`config.mk`:
```
export PLATFORM = sky130hd
export DESIGN_NAME = maze_game_sequencer
export DESIGN_NICKNAME = d
export VERILOG_FILES = /design/src/rtl/maze_game_sequencer.sv
export SDC_FILE = /design/constraint.sdc
export NUM_CORES = 1
export LEC_CHECK = 0
export ABC_AREA = 1
export BUFFER_PORTS_ARGS = -buffer_cell sky130_fd_sc_hd__buf_2
export CAP_MARGIN = 15
export CELL_PAD_IN_SITES_DETAIL_PLACEMENT = 1
export CELL_PAD_IN_SITES_GLOBAL_PLACEMENT = 2
export CORE_ASPECT_RATIO = 0.7
export CORE_MARGIN = 2
export CORE_UTILIZATION = 27
export CTS_BUF_LIST = sky130_fd_sc_hd__clkbuf_16
export CTS_CLUSTER_SIZE = 10
export DETAILED_ROUTE_END_ITERATION = 10
export GPL_TIMING_DRIVEN = 0
export PLACE_DENSITY = 0.8
export SLEW_MARGIN = 30
export SYNTH_ARGS = -nofsm -noshare
export SYNTH_HDL_FRONTEND = slang
export SYNTH_SLANG_ARGS = --single-unit
```
`constraint.sdc`:
```
create_clock -name clk -period 1.65 [get_ports clk]
set_input_delay 0.4125 -clock clk [delete_from_list [all_inputs] [get_ports clk]]
set_output_delay 0.4125 -clock clk [all_outputs]
set_load 0.1 [all_outputs]
```
`src/rtl/maze_game_sequencer.sv`:
```
// Memory-maze game controller: menu, timed map preview, move validation against a registered map ROM.
// Optional MAZE_LIVES_EN: wall hits spend lives instead of ending the game at once.
module maze_game_sequencer #(
    parameter int MAP_W     = 30,
    parameter int MAP_H     = 21,
    parameter int START_X   = 0,
    parameter int START_Y   = 0,
    parameter int GOAL_X    = 29,
    parameter int GOAL_Y    = 20,
    parameter int SHOW_EASY = 100_000_000,
    parameter int SHOW_MED  = 50_000_000,
    parameter int SHOW_HARD = 25_000_000,
    parameter int LIVES     = 3
) (
    input  logic                     clk,
    input  logic                     reset,
    input  logic                     i_btn_up,
    input  logic                     i_btn_down,
    input  logic                     i_btn_left,
    input  logic                     i_btn_right,
    input  logic                     i_btn_center,
    output logic [$clog2(MAP_H)-1:0] o_map_addr,
    input  logic [MAP_W-1:0]         i_map_row,
    output logic [3:0]               o_game_state,
    output logic [2:0]               o_menu_sel,
    output logic                     o_in_instr,
    output logic [2:0]               o_difficulty,
    output logic                     o_map_visible,
    output logic [7:0]               o_player_x,
    output logic [7:0]               o_player_y,
    output logic [1:0]               o_lives_left,
    output logic [2:0]               o_dbg_phase,
    output logic [1:0]               o_dbg_move
);

    localparam int AW = $clog2(MAP_H);
    localparam int XW = $clog2(MAP_W);
    localparam int SHOW_MAX = (SHOW_EASY > SHOW_MED)
        ? ((SHOW_EASY > SHOW_HARD) ? SHOW_EASY : SHOW_HARD)
        : ((SHOW_MED > SHOW_HARD) ? SHOW_MED : SHOW_HARD);
    localparam int CW = $clog2(SHOW_MAX + 1);
    localparam logic [7:0] X_MAX   = 8'(MAP_W - 1);
    localparam logic [7:0] Y_MAX   = 8'(MAP_H - 1);
    localparam logic [7:0] START_X8 = 8'(START_X);
    localparam logic [7:0] START_Y8 = 8'(START_Y);
    localparam logic [7:0] GOAL_X8  = 8'(GOAL_X);
    localparam logic [7:0] GOAL_Y8  = 8'(GOAL_Y);

    typedef enum logic [2:0] {PH_MENU, PH_SHOW, PH_PLAY, PH_LOST, PH_WON} phase_t;
    typedef enum logic [1:0] {MV_IDLE, MV_FETCH, MV_CHECK} move_t;

    phase_t r_phase, w_phase_next;
    move_t  r_move,  w_move_next;

    logic [CW-1:0] r_count;
    logic [CW-1:0] w_show_last;
    logic [2:0]    r_menu_sel;
    logic          r_in_instr;
    logic [2:0]    r_difficulty;
    logic [7:0]    r_px, r_py, r_tgt_x, r_tgt_y;
    logic [AW-1:0] r_map_addr;
    logic [7:0]    w_nx, w_ny;
    logic          w_dir_ok, w_accept, w_start, w_wall, w_goal, w_last_life;

    always_comb begin
        case (r_difficulty)
            3'b001:  w_show_last = CW'(SHOW_EASY - 1);
            3'b010:  w_show_last = CW'(SHOW_MED - 1);
            default: w_show_last = CW'(SHOW_HARD - 1);
        endcase
    end

    // Only the highest-priority direction is considered; if it leaves the map the pulse is lost.
    always_comb begin
        w_dir_ok = 1'b0;
        w_nx     = r_px;
        w_ny     = r_py;
        if (i_btn_up) begin
            w_dir_ok = (r_py != 8'd0);
            w_ny     = r_py - 8'd1;
        end else if (i_btn_down) begin
            w_dir_ok = (r_py != Y_MAX);
            w_ny     = r_py + 8'd1;
        end else if (i_btn_left) begin
            w_dir_ok = (r_px != 8'd0);
            w_nx     = r_px - 8'd1;
        end else if (i_btn_right) begin
            w_dir_ok = (r_px != X_MAX);
            w_nx     = r_px + 8'd1;
        end
    end

    assign w_accept = (r_phase == PH_PLAY) && (r_move == MV_IDLE) && w_dir_ok;
    assign w_start  = (r_phase == PH_MENU) && !r_in_instr && i_btn_center && (r_menu_sel == 3'b001);
    // i_map_row holds the row addressed on entry to FETCH by the time the move reaches CHECK.
    assign w_wall   = i_map_row[r_tgt_x[XW-1:0]];
    assign w_goal   = (r_tgt_x == GOAL_X8) && (r_tgt_y == GOAL_Y8);

    always_ff @(posedge clk) begin
        if (reset) begin
            r_phase <= PH_MENU;
            r_move  <= MV_IDLE;
        end else begin
            r_phase <= w_phase_next;
            r_move  <= w_move_next;
        end
    end

    always_comb begin
        w_phase_next = r_phase;
        w_move_next  = r_move;
        case (r_phase)
            PH_MENU: if (w_start) w_phase_next = PH_SHOW;
            PH_SHOW: if (r_count == w_show_last) w_phase_next = PH_PLAY;
            PH_PLAY: begin
                if (r_move == MV_CHECK) begin
                    if (!w_wall && w_goal)
                        w_phase_next = PH_WON;
                    else if (w_wall && w_last_life)
                        w_phase_next = PH_LOST;
                end
            end
            PH_LOST, PH_WON: if (i_btn_center) w_phase_next = PH_MENU;
            default: w_phase_next = PH_MENU;
        endcase
        case (r_move)
            MV_IDLE:  if (w_accept) w_move_next = MV_FETCH;
            MV_FETCH: w_move_next = MV_CHECK;
            default:  w_move_next = MV_IDLE;
        endcase
    end

    always_comb begin
        case (r_phase)
            PH_MENU:          o_game_state = 4'b0001;
            PH_SHOW, PH_PLAY: o_game_state = 4'b0010;
            PH_LOST:          o_game_state = 4'b0100;
            PH_WON:           o_game_state = 4'b1000;
            default:          o_game_state = 4'b0001;
        endcase
        o_map_visible = (r_phase != PH_PLAY);
        o_dbg_phase   = r_phase;
        o_dbg_move    = r_move;
    end

    always_ff @(posedge clk) begin
        if (reset) begin
            r_count      <= '0;
            r_menu_sel   <= 3'b001;
            r_in_instr   <= 1'b0;
            r_difficulty <= 3'b001;
            r_px         <= START_X8;
            r_py         <= START_Y8;
            r_tgt_x      <= '0;
            r_tgt_y      <= '0;
            r_map_addr   <= '0;
        end else begin
            if (r_phase == PH_SHOW && r_count != w_show_last)
                r_count <= r_count + 1'b1;
            else
                r_count <= '0;
            case (r_phase)
                PH_MENU: begin
                    if (r_in_instr) begin
                        if (i_btn_center) r_in_instr <= 1'b0;
                    end else if (i_btn_center) begin
                        case (r_menu_sel)
                            3'b010:  r_difficulty <= {r_difficulty[1:0], r_difficulty[2]};
                            3'b100:  r_in_instr <= 1'b1;
                            default: ;
                        endcase
                    end else if (i_btn_up) begin
                        r_menu_sel <= {r_menu_sel[0], r_menu_sel[2:1]};
                    end else if (i_btn_down) begin
                        r_menu_sel <= {r_menu_sel[1:0], r_menu_sel[2]};
                    end
                end
                PH_PLAY: begin
                    if (w_accept) begin
                        r_tgt_x    <= w_nx;
                        r_tgt_y    <= w_ny;
                        r_map_addr <= w_ny[AW-1:0];
                    end
                    if (r_move == MV_CHECK && !w_wall) begin
                        r_px <= r_tgt_x;
                        r_py <= r_tgt_y;
                    end
                end
                PH_LOST, PH_WON: begin
                    if (i_btn_center) begin
                        r_px       <= START_X8;
                        r_py       <= START_Y8;
                        r_menu_sel <= 3'b001;
                    end
                end
                default: ;
            endcase
        end
    end

`ifdef MAZE_LIVES_EN
    logic [1:0] r_lives;

    always_ff @(posedge clk) begin
        if (reset)
            r_lives <= 2'(LIVES);
        else if (r_phase == PH_PLAY && r_move == MV_CHECK && w_wall)
            r_lives <= r_lives - 2'd1;
        else if ((r_phase == PH_LOST || r_phase == PH_WON) && i_btn_center)
            r_lives <= 2'(LIVES);
    end

    assign w_last_life  = (r_lives == 2'd1);
    assign o_lives_left = r_lives;
`else
    assign w_last_life  = 1'b1;
    assign o_lives_left = 2'(LIVES);
`endif

    assign o_menu_sel   = r_menu_sel;
    assign o_in_instr   = r_in_instr;
    assign o_difficulty = r_difficulty;
    assign o_player_x   = r_px;
    assign o_player_y   = r_py;
    assign o_map_addr   = r_map_addr;

endmodule

```
# ---- Word level (Yosys, flattened, before mapping)
# Index checks and enable logic that the tools add are counted.
dict set report word_totals {
  ff_bits 76
  input_bits 37
}
dict set report op_classes {
  add_sub_neg 5
  order_cmp 1
  n_eq_ne 28
  n_mux 38
  bitwise_logic 2
  n_reduce_logical 25
}
# op count
set op_table {}
lappend op_table {{2-to-1 mux 8 bit} 9}
lappend op_table {{one-hot mux 27 bit (2 select lines)} 1}
lappend op_table {{2-to-1 mux 3 bit} 11}
lappend op_table {{one-hot mux 8 bit (2 select lines)} 2}
lappend op_table {{adder 27 x 1 -> 27 bit (second input constant)} 1}
lappend op_table {{== test 27 bit} 1}
lappend op_table {{!= test 27 bit} 1}
lappend op_table {{adder 8 x 1 -> 8 bit (second input constant)} 2}
lappend op_table {{== test 8 x 5 -> 1 bit (second input constant)} 2}
lappend op_table {{!= test 8 x 5 -> 1 bit (second input constant)} 2}
lappend op_table {{nonzero test 8 bit} 2}
lappend op_table {{subtractor 8 x 1 -> 8 bit (second input constant)} 2}
lappend op_table {{== test 3 x 2 -> 1 bit (second input constant)} 4}
lappend op_table {{!= test 2 bit (second input constant)} 6}
lappend op_table {{one-hot mux 3 bit (4 select lines)} 1}
lappend op_table {{one-hot mux 4 bit (3 select lines)} 1}
lappend op_table {{AND reduction 5 bit} 2}
lappend op_table {{== test 3 x 1 -> 1 bit (second input constant)} 3}
lappend op_table {{logical AND 1 bit} 9}
lappend op_table {{2-to-1 mux 1 bit} 9}
lappend op_table {{== test 3 bit (second input constant)} 2}
lappend op_table {{< comparator 5 x 6 -> 1 bit (second input constant)} 1}
lappend op_table {{!= test 3 x 2 -> 1 bit (second input constant)} 2}
lappend op_table {{one-hot mux 3 bit (2 select lines)} 1}
lappend op_table {{16 further kinds} 22}

# ---- Logic depth before layout (Yosys ltp)
# Gate-level depths: netlist of run 1.
dict set report logic_depth {
  depth_word 8
  mapped_depth 16
  mapped_depth_nobuf 14
}

# ---- Worst setup path before layout of run 1
# OpenSTA, ideal clock, no wires.
dict set report synth_timing {
  path_kind {register to output}
  start {reg r_phase[0], in the netlist o_dbg_phase[0]}
  end {out o_game_state[0]}
  arrival_time_ns 4.178
  required_ns 1.237
  slack_ns -2.940
  path_stages_with_launch 5
  n_path_buf 0
  path_cell_list {dfxtp_1 nor3_2 inv_1 nand2_1 nor2_1}
}
dict set report synth_between {
  elab_chain_cells 3
  word_cells_on_any_way 6
}
# item line_no
set synth_rtl {}
lappend synth_rtl {{start: declaration} 52} ;# phase_t r_phase, w_phase_next;
lappend synth_rtl {{start signal: assignment} 104} ;# r_phase <= w_phase_next;
lappend synth_rtl {{== test 3 x 2 -> 1 bit or == test 3 x 1 -> 1 bit (tied branches)} 134} ;# case (r_phase)
lappend synth_rtl {{OR reduction 2 bit} 134}
lappend synth_rtl {{one-hot mux 4 bit (3 select lines) *} 134}
lappend synth_rtl {{end: declaration} 24} ;# output logic [3:0] o_game_state,
# Every way passes the cells marked *; elsewhere a longest branch is shown, timed or not.

# ---- Worst setup path in the final report of run 1
dict set report layout_timing {
  start {reg r_phase[2], in the netlist o_dbg_phase[2]}
  end {out o_game_state[0]}
}
# The elaborated chain is that of the path after synthesis.

==> results of run 1 <==
[cell families after synthesis]
kind of cell | Yosys count
xor+xnor | 27
buf+inv | 121
fa+ha+maj | 8
other cells | 1
flops | 71
compound gates | 94
simple gates | 341
[cell usage in the layout (no fill, tap or decap), types with 11 or more instances in the layout]
cell and n:
sky130_fd_sc_hd__inv_1 64, sky130_fd_sc_hd__inv_2 13, sky130_fd_sc_hd__dfxtp_2 25, sky130_fd_sc_hd__buf_4 59, sky130_fd_sc_hd__a21oi_1 24, sky130_fd_sc_hd__nand4_1 33, sky130_fd_sc_hd__dfxtp_1 19, sky130_fd_sc_hd__nand2_2 36
sky130_fd_sc_hd__nand2_1 94, sky130_fd_sc_hd__a21oi_2 19, sky130_fd_sc_hd__o21ai_0 18, sky130_fd_sc_hd__nor2_2 11, sky130_fd_sc_hd__nand2_4 15, sky130_fd_sc_hd__buf_2 62, sky130_fd_sc_hd__nor2_4 17, sky130_fd_sc_hd__nand3_1 27
sky130_fd_sc_hd__dfxtp_4 27, sky130_fd_sc_hd__nor2_1 56, sky130_fd_sc_hd__xor2_1 18, sky130_fd_sc_hd__nand3_2 11, sky130_fd_sc_hd__buf_6 23
[power breakdown]
group | internal, W | total (W) | switching (W)
combinational | 0.00162 | 0.00407 | 0.00245
sequential | 0.00183 | 0.00205 | 0.000215
clock | 0.00117 | 0.00202 | 0.000844
[state kept, by name, summed over array words and instances, names as in the netlist]
signal	count
r_tgt_y	8
o_dbg_move	2
o_player_y	8
o_player_x	8
r_tgt_x	8
o_menu_sel	3
o_difficulty	3
o_dbg_phase	3
o_in_instr	1
r_count	27
[layer usage]
layer / part of all wire, % / global-route usage, % / vias to the layer above
li1: - / - / 2478
met1: 49 / 29.0 / 2465
met2: 45 / 28.7 / 105
met3: 5.0 / 3.81 / 13
met4: 0.77 / 4.04 / 0
met5: 0 / 0 / -
[worst min path at each step]
stage | start | endpoint | slack (ps) | depth (start not counted)
3_3_place_gp | o_dbg_move[1] | o_dbg_move[1] | 410 | 1
5_1_grt | o_dbg_move[1] | o_dbg_move[1] | 440 | 1
3_5_place_dp | o_dbg_move[1] | o_dbg_move[1] | 410 | 1
6_report | o_dbg_move[1] | o_dbg_move[1] | 430 | 1
2_1_floorplan | r_count[0] | r_count[0] | 420 | 1
4_1_cts | i_btn_center | o_menu_sel[2] | 430 | 4
[stage by stage]
stage                     cell area (um2)  util [%]  TNS, ps  hold WS (ps)
after floorplan                      4580         -    -5060           418
after global routing                 7160      45.6   -14000           445
after detailed placement             5200      33.1   -19420           413
after global placement               5200      33.1   -18330           410
after CTS                            6400      40.8    -5860           425
final                                7160      45.6    -6540           426
[cell usage after synthesis (7+ instances only)]
cell type / count / area (um2)
sky130_fd_sc_hd__xnor2_1: 9 / 78.8
sky130_fd_sc_hd__buf_2: 8 / 40.0
sky130_fd_sc_hd__nor3_1: 13 / 65.1
sky130_fd_sc_hd__dfxtp_1: 71 / 1420
sky130_fd_sc_hd__nand4_1: 33 / 206
sky130_fd_sc_hd__nor2_1: 82 / 308
sky130_fd_sc_hd__o21ai_0: 23 / 115
sky130_fd_sc_hd__clkbuf_1: 8 / 30.0
sky130_fd_sc_hd__inv_1: 86 / 323
sky130_fd_sc_hd__a21oi_1: 44 / 220
sky130_fd_sc_hd__o211ai_1: 7 / 52.6
sky130_fd_sc_hd__buf_4: 9 / 67.6
sky130_fd_sc_hd__xor2_1: 18 / 158
sky130_fd_sc_hd__a211oi_1: 9 / 67.6
sky130_fd_sc_hd__ha_1: 8 / 100
sky130_fd_sc_hd__nand3_1: 45 / 225
sky130_fd_sc_hd__nor4_1: 7 / 43.8
sky130_fd_sc_hd__nand2_1: 142 / 533
[cell type report]
class                           count  area [um2]
Fill cell                        1896        8530
Multi-Input combinational cell    472        3250
Sequential cell                    71        1550
Timing Repair Buffer              143        1140
Inverter                           90         388
Buffer                             30         282
Tap cell                          200         250
Clock buffer                        9         225
Clock inverter                      7        71.3
[timing repair]
action	CTS	global route
hold endpoints to repair	0	0
gates cloned	5	2
pin swaps	44	51
setup endpoints to repair	76	73
gates resized for setup	165	148
hold buffers	0	0
setup buffers	35	32
==> impl_metrics.xml, run 1 <==
<?xml version="1.0" encoding="UTF-8"?>
<metrics>
  <group name="outcome">
    <metric name="run_status" unit="">finished with violations</metric>
    <metric name="failing_checks" unit="">setup timing</metric>
  </group>
  <group name="setup_path">
    <metric name="cp_data_required_time" unit="ps">1240</metric>
    <metric name="cpMaxStageDelayCell" unit="">sky130_fd_sc_hd__dfxtp_4</metric>
    <metric name="timing.critical_path.cells" unit="">nor3_4, clkinvlp_4, nand2_8, nor2_4, buf_12</metric>
    <metric name="worstReg2RegEnd" unit="">o_player_y[3]</metric>
    <metric name="timing.critical_path.from_type" unit="">flip-flop</metric>
    <metric name="crit_arrival" unit="ps">1580</metric>
    <metric name="cp_top_family" unit="">simple AND/OR/NAND/NOR gates</metric>
    <metric name="reg2reg_from" unit="">r_tgt_x[0]</metric>
    <metric name="worstSetupStartpoint" unit="">o_dbg_phase[2]</metric>
    <metric name="critical_path_depth" unit="">5</metric>
    <metric name="worst_path_max_stage_delay" unit="ps">370</metric>
    <metric name="critical_path_peak_fanout" unit="">4</metric>
    <metric name="worst-r2r-setup-slack" unit="ps">-320</metric>
    <metric name="last_element_of_the_critical_path" unit="">o_game_state[0]</metric>
    <metric name="worst-r2r-cell-count" unit="">13</metric>
    <metric name="worstSetupPathType" unit="">flip-flop to output port</metric>
    <metric name="worstSetupEndpointType" unit="">output port</metric>
    <metric name="crit_buf_inv" unit="">2</metric>
  </group>
  <group name="cts">
    <metric name="clock_insertion_delay_worst_skew" unit="ps">360</metric>
    <metric name="cts_buffers" unit="">9</metric>
    <metric name="htree_num_levels" unit="">3</metric>
    <metric name="cts_root_buffer" unit="">sky130_fd_sc_hd__clkbuf_16</metric>
    <metric name="clock_path_buffers" unit="">2</metric>
    <metric name="clk_transition_reported_paths" unit="ps">60</metric>
    <metric name="cts.sink_count" unit="">71</metric>
    <metric name="tritoncts" unit="">yes</metric>
  </group>
  <group name="logic_synthesis">
    <metric name="yosys.area_share.simple" unit="%">34.8</metric>
    <metric name="yosys.area_share.adder" unit="%">2.28</metric>
    <metric name="synthXorXnorAreaFrac" unit="%">5.39</metric>
    <metric name="largest_family_of_logic_cells_by_synthesized_area" unit="">simple AND/OR/NAND/NOR gates</metric>
    <metric name="synth-compound-area-share" unit="%">12.4</metric>
    <metric name="synth_warnings" unit="">0</metric>
    <metric name="share_of_flip_flops_with_an_asynchronous_set_or_reset_after_synthesis" unit="%">0</metric>
    <metric name="mapped_area" unit="mm2">0.00438</metric>
    <metric name="synth.distinct_cells" unit="">43</metric>
    <metric name="top_flip_flop_cell_by_instance_count_after_synthesis" unit="">sky130_fd_sc_hd__dfxtp_1</metric>
    <metric name="seq_cells_post_synth" unit="">71</metric>
    <metric name="post_synth.cell_area_avg" unit="um2">6.61</metric>
    <metric name="syn_inst_count" unit="">663</metric>
    <metric name="synth.mux.area_fraction" unit="%">0</metric>
    <metric name="synth_edf_count" unit="">0</metric>
    <metric name="yosysSeqAreaShare" unit="%">32.4</metric>
  </group>
  <group name="placed_design">
    <metric name="hpwlAfterDp" unit="um">12000</metric>
    <metric name="routability_congestion_estimate_from_global_placement" unit="">0.844</metric>
    <metric name="placed_cell_count" unit="">937</metric>
    <metric name="io_buffer_count" unit="">73</metric>
    <metric name="pre_cts_slack" unit="ps">-444</metric>
  </group>
  <group name="die">
    <metric name="core.rowCount" unit="">38</metric>
    <metric name="die_y" unit="um">111</metric>
    <metric name="die-area" unit="mm2">0.0173</metric>
    <metric name="start_util" unit="%">27.9</metric>
    <metric name="die_w" unit="um">156</metric>
    <metric name="boundaryPins" unit="">77</metric>
    <metric name="coreArea" unit="mm2">0.0157</metric>
  </group>
  <group name="timing">
    <metric name="timing_max_transition_violations_final" unit="">0</metric>
    <metric name="period_share" unit="%">121</metric>
    <metric name="setup_viol_count_final" unit="">52</metric>
    <metric name="period_needed" unit="ps">1990</metric>
    <metric name="timing.clock.skew" unit="ps">8.24</metric>
    <metric name="maximum_achievable_frequency" unit="MHz">502</metric>
    <metric name="finalHoldViolations" unit="">0</metric>
    <metric name="timing.slew.headroom" unit="%">53.3</metric>
    <metric name="tightest_slew" unit="ps">700</metric>
    <metric name="layout_setup_ws" unit="ps">-343</metric>
    <metric name="grt_setup_unrepaired" unit="">yes</metric>
  </group>
  <group name="drt">
    <metric name="route.detailed.wl_per_inst" unit="um">17.3</metric>
    <metric name="postRouteAntennaNets" unit="">0</metric>
    <metric name="detailroute.via_count" unit="">5061</metric>
    <metric name="first_iter_violations" unit="">301</metric>
    <metric name="drt_pre_antenna_iters" unit="">4</metric>
    <metric name="postRouteWirelength" unit="um">17700</metric>
    <metric name="remaining_drc_errors" unit="">0</metric>
    <metric name="drt-vias-per-instance" unit="">4.95</metric>
  </group>
  <group name="grt">
    <metric name="grt_max_degree" unit="">14</metric>
    <metric name="antenna_found_initial" unit="">0</metric>
    <metric name="globalRoute.totalOverflow" unit="">0</metric>
    <metric name="global_route.usage.total" unit="%">19.4</metric>
    <metric name="grt_first_pass_wirelength" unit="um">26500</metric>
    <metric name="first_global_vias" unit="">4929</metric>
  </group>
  <group name="job">
    <metric name="maxcap_violations" unit="">0</metric>
  </group>
  <group name="layout">
    <metric name="flow.area_growth_from_synthesis" unit="%">63.4</metric>
    <metric name="fraction_of_layout_cells_with_a_size_suffix_above_1" unit="%">50.6</metric>
    <metric name="nets_final" unit="">862</metric>
    <metric name="antenna_cells" unit="">0</metric>
    <metric name="finish.cell_count_without_fillers" unit="">1022</metric>
  </group>
  <group name="worst_hold_path">
    <metric name="worst_hold_path_type" unit="">flip-flop to flip-flop</metric>
  </group>
  <group name="pwr">
    <metric name="power.total" unit="W">0.00813</metric>
    <metric name="vdd_drop_max" unit="mV">0.677</metric>
    <metric name="power.density" unit="mW/mm2">1140</metric>
    <metric name="leakagePower" unit="nW">2.94</metric>
  </group>
</metrics>
Note: power is estimated with default switching activity, not from simulation.
==> run 2: changes to the inputs <==
==> constraint.sdc (replaced) <==
create_clock -name clk -period 1.65 [get_ports clk]
set_input_delay 0 -clock clk [delete_from_list [all_inputs] [get_ports clk]]
set_output_delay 0 -clock clk [all_outputs]
set_load 0.1 [all_outputs]
==> impl_metrics.xml, run 2 (synthesis gave the netlist of run 1 again) <==
<?xml version="1.0" encoding="UTF-8"?>
<metrics>
  <group name="setup_path">
    <metric name="crit_path_frequent_cell" unit="">sky130_fd_sc_hd__nand2_1</metric>
    <metric name="cpMaxStageDelayCell" unit="">sky130_fd_sc_hd__dfxtp_2</metric>
    <metric name="reg2reg_from" unit="">r_tgt_x[0]</metric>
    <metric name="timing.critical_path.from_type" unit="">flip-flop</metric>
    <metric name="worstSetupPathType" unit="">flip-flop to flip-flop</metric>
    <metric name="cp_data_required_time" unit="ps">1840</metric>
    <metric name="worstReg2RegEnd" unit="">o_player_y[0]</metric>
    <metric name="worst-r2r-setup-slack" unit="ps">-200</metric>
    <metric name="critical_path_peak_fanout" unit="">8</metric>
    <metric name="worst-r2r-cell-count" unit="">14</metric>
    <metric name="worstSetupEndpointType" unit="">flip-flop</metric>
    <metric name="worst_path_max_stage_delay" unit="ps">360</metric>
    <metric name="crit_arrival" unit="ps">2050</metric>
    <metric name="timing.critical_path.cells" unit="">buf_6, buf_12, nand2_1, nand3_1, nand3_1, nand2_2, nand2_1, nand3_4, nand3_2, nand2_2, nand3_4, buf_6, nand2_1, a21oi_1</metric>
  </group>
  <group name="grt">
    <metric name="globalRoute.totalOverflow" unit="">0</metric>
    <metric name="grt_max_degree" unit="">14</metric>
    <metric name="global_route.usage.total" unit="%">19.5</metric>
    <metric name="antenna_found_initial" unit="">0</metric>
    <metric name="grt_first_pass_wirelength" unit="um">26900</metric>
    <metric name="first_global_vias" unit="">5103</metric>
  </group>
  <group name="die">
    <metric name="die_y" unit="um">111</metric>
    <metric name="die-area" unit="mm2">0.0173</metric>
    <metric name="boundaryPins" unit="">77</metric>
    <metric name="core.rowCount" unit="">38</metric>
    <metric name="die_w" unit="um">156</metric>
    <metric name="coreArea" unit="mm2">0.0157</metric>
    <metric name="start_util" unit="%">27.9</metric>
  </group>
  <group name="timing">
    <metric name="grt_setup_unrepaired" unit="">yes</metric>
    <metric name="timing.clock.skew" unit="ps">9.22</metric>
    <metric name="layout_setup_ws" unit="ps">-203</metric>
    <metric name="maximum_achievable_frequency" unit="MHz">540</metric>
    <metric name="timing_max_transition_violations_final" unit="">0</metric>
    <metric name="period_needed" unit="ps">1850</metric>
    <metric name="finalHoldViolations" unit="">0</metric>
    <metric name="tightest_slew" unit="ps">730</metric>
    <metric name="timing.slew.headroom" unit="%">51.4</metric>
    <metric name="period_share" unit="%">112</metric>
    <metric name="setup_viol_count_final" unit="">43</metric>
  </group>
  <group name="layout">
    <metric name="largest-register" unit="">r_count</metric>
    <metric name="flow.area_growth_from_synthesis" unit="%">57.3</metric>
    <metric name="nets_final" unit="">859</metric>
    <metric name="flip_flop_count_of_the_largest_register_after_layout" unit="">27</metric>
    <metric name="finish.cell_count_without_fillers" unit="">1019</metric>
    <metric name="layout.cells.most_common" unit="">sky130_fd_sc_hd__nand2_1</metric>
    <metric name="antenna_cells" unit="">0</metric>
    <metric name="fraction_of_layout_cells_with_a_size_suffix_above_1" unit="%">47.4</metric>
    <metric name="layout.cell_area.non_filler" unit="mm2">0.00690</metric>
    <metric name="top_library_cells_by_usage_in_the_layout_fill_and_taps_aside" unit="">sky130_fd_sc_hd__nand2_1, sky130_fd_sc_hd__buf_2, sky130_fd_sc_hd__inv_1</metric>
  </group>
  <group name="drt">
    <metric name="drt-vias-per-instance" unit="">5.06</metric>
    <metric name="detailroute.via_count" unit="">5154</metric>
    <metric name="remaining_drc_errors" unit="">0</metric>
    <metric name="postRouteWirelength" unit="um">18500</metric>
    <metric name="postRouteAntennaNets" unit="">0</metric>
    <metric name="drt_pre_antenna_iters" unit="">4</metric>
    <metric name="route.detailed.wl_per_inst" unit="um">18.2</metric>
    <metric name="first_iter_violations" unit="">222</metric>
  </group>
  <group name="placed_design">
    <metric name="hpwlAfterDp" unit="um">12100</metric>
    <metric name="pre_cts_slack" unit="ps">-578</metric>
    <metric name="placed_cell_area" unit="mm2">0.00517</metric>
    <metric name="routability_congestion_estimate_from_global_placement" unit="">0.873</metric>
    <metric name="io_buffer_count" unit="">73</metric>
    <metric name="placed_cell_count" unit="">937</metric>
  </group>
  <group name="cts">
    <metric name="htree_num_levels" unit="">3</metric>
    <metric name="clock_insertion_delay_worst_skew" unit="ps">350</metric>
    <metric name="cts_buffers" unit="">9</metric>
    <metric name="cts_root_buffer" unit="">sky130_fd_sc_hd__clkbuf_16</metric>
    <metric name="cts.sink_count" unit="">71</metric>
    <metric name="clock_path_buffers" unit="">2</metric>
    <metric name="clk_transition_reported_paths" unit="ps">60</metric>
    <metric name="tritoncts" unit="">yes</metric>
  </group>
  <group name="outcome">
    <metric name="failing_checks" unit="">setup timing</metric>
    <metric name="run_status" unit="">finished with violations</metric>
  </group>
  <group name="job">
    <metric name="maxcap_violations" unit="">0</metric>
  </group>
  <group name="worst_hold_path">
    <metric name="worst_hold_path_type" unit="">input pin to flip-flop</metric>
    <metric name="whs_endpoint" unit="">o_menu_sel[0]</metric>
    <metric name="worstHoldPathCells" unit="">4</metric>
    <metric name="timing.hold.worst.start" unit="">i_btn_up</metric>
  </group>
  <group name="pwr">
    <metric name="vdd_drop_max" unit="mV">0.669</metric>
    <metric name="leakagePower" unit="nW">2.88</metric>
    <metric name="power.density" unit="mW/mm2">1110</metric>
  </group>
</metrics>
-- run 2: worst max path at each step --
stage,startpoint,end,slack (ps),depth (start not counted)
5_1_grt,r_tgt_x[0],o_dbg_phase[0],-320,13
6_report,r_tgt_x[0],o_player_y[0],-200,14
2_1_floorplan,o_dbg_phase[1],o_dbg_phase[1],-510,10
4_1_cts,r_tgt_x[0],o_player_y[6],-170,14
3_3_place_gp,r_tgt_x[2],o_player_y[6],-550,14
3_5_place_dp,r_tgt_x[2],o_player_x[1],-580,14
-- run 2: area by class of cell --
| type | count | area [um2] |
|---|---|---|
| Multi-Input combinational cell | 472 | 3090 |
| Timing Repair Buffer | 141 | 1050 |
| Fill cell | 1908 | 8790 |
| Inverter | 90 | 362 |
| Buffer | 29 | 270 |
| Clock inverter | 5 | 36.3 |
| Tap cell | 200 | 250 |
| Clock buffer | 11 | 275 |
| Sequential cell | 71 | 1560 |
-- run 2: per-stage QoR --
stage               utilization (%)  hold slack, ps  TNS, ps  total power [W]
finish                         43.9             120    -4190          0.00763
global route                   43.9             150   -10660          0.00796
CTS                            39.6             119    -3170          0.00725
detailed placement             33.0             414   -21120          0.00465
global placement               33.0             407   -18230          0.00461
floorplan                         -             215    -5470          0.00405
-- run 2: critical path, delay by kind of cell, from the launching register on --
kind            cells  cell delay, ps
buf+inv             3             430
simple gates       10             850
compound gates      1              60
flops               1             360
-- run 2: per-layer routing --
metal	GRT usage (%)	up-vias	wire length (um)
li1	-	2475	-
met5	0	-	0
met1	28.0	2535	8920
met4	4.77	0	312
met3	3.85	31	718
met2	30.0	113	8550
-- run 2: power by group --
group,internal [W],switching [W]
logic,0.00125,0.00230
registers,0.00183,0.000204
clock network,0.00121,0.000851
total,0.00428,0.00335
-- run 2: what timing repair did --
item,in CTS,in global routing
hold endpoints to repair,1,0
pin swaps,27,40
gates cloned,2,3
hold buffers,1,0
endpoints found under the setup margin,68,70
buffers inserted,37,25
resized for setup,110,144
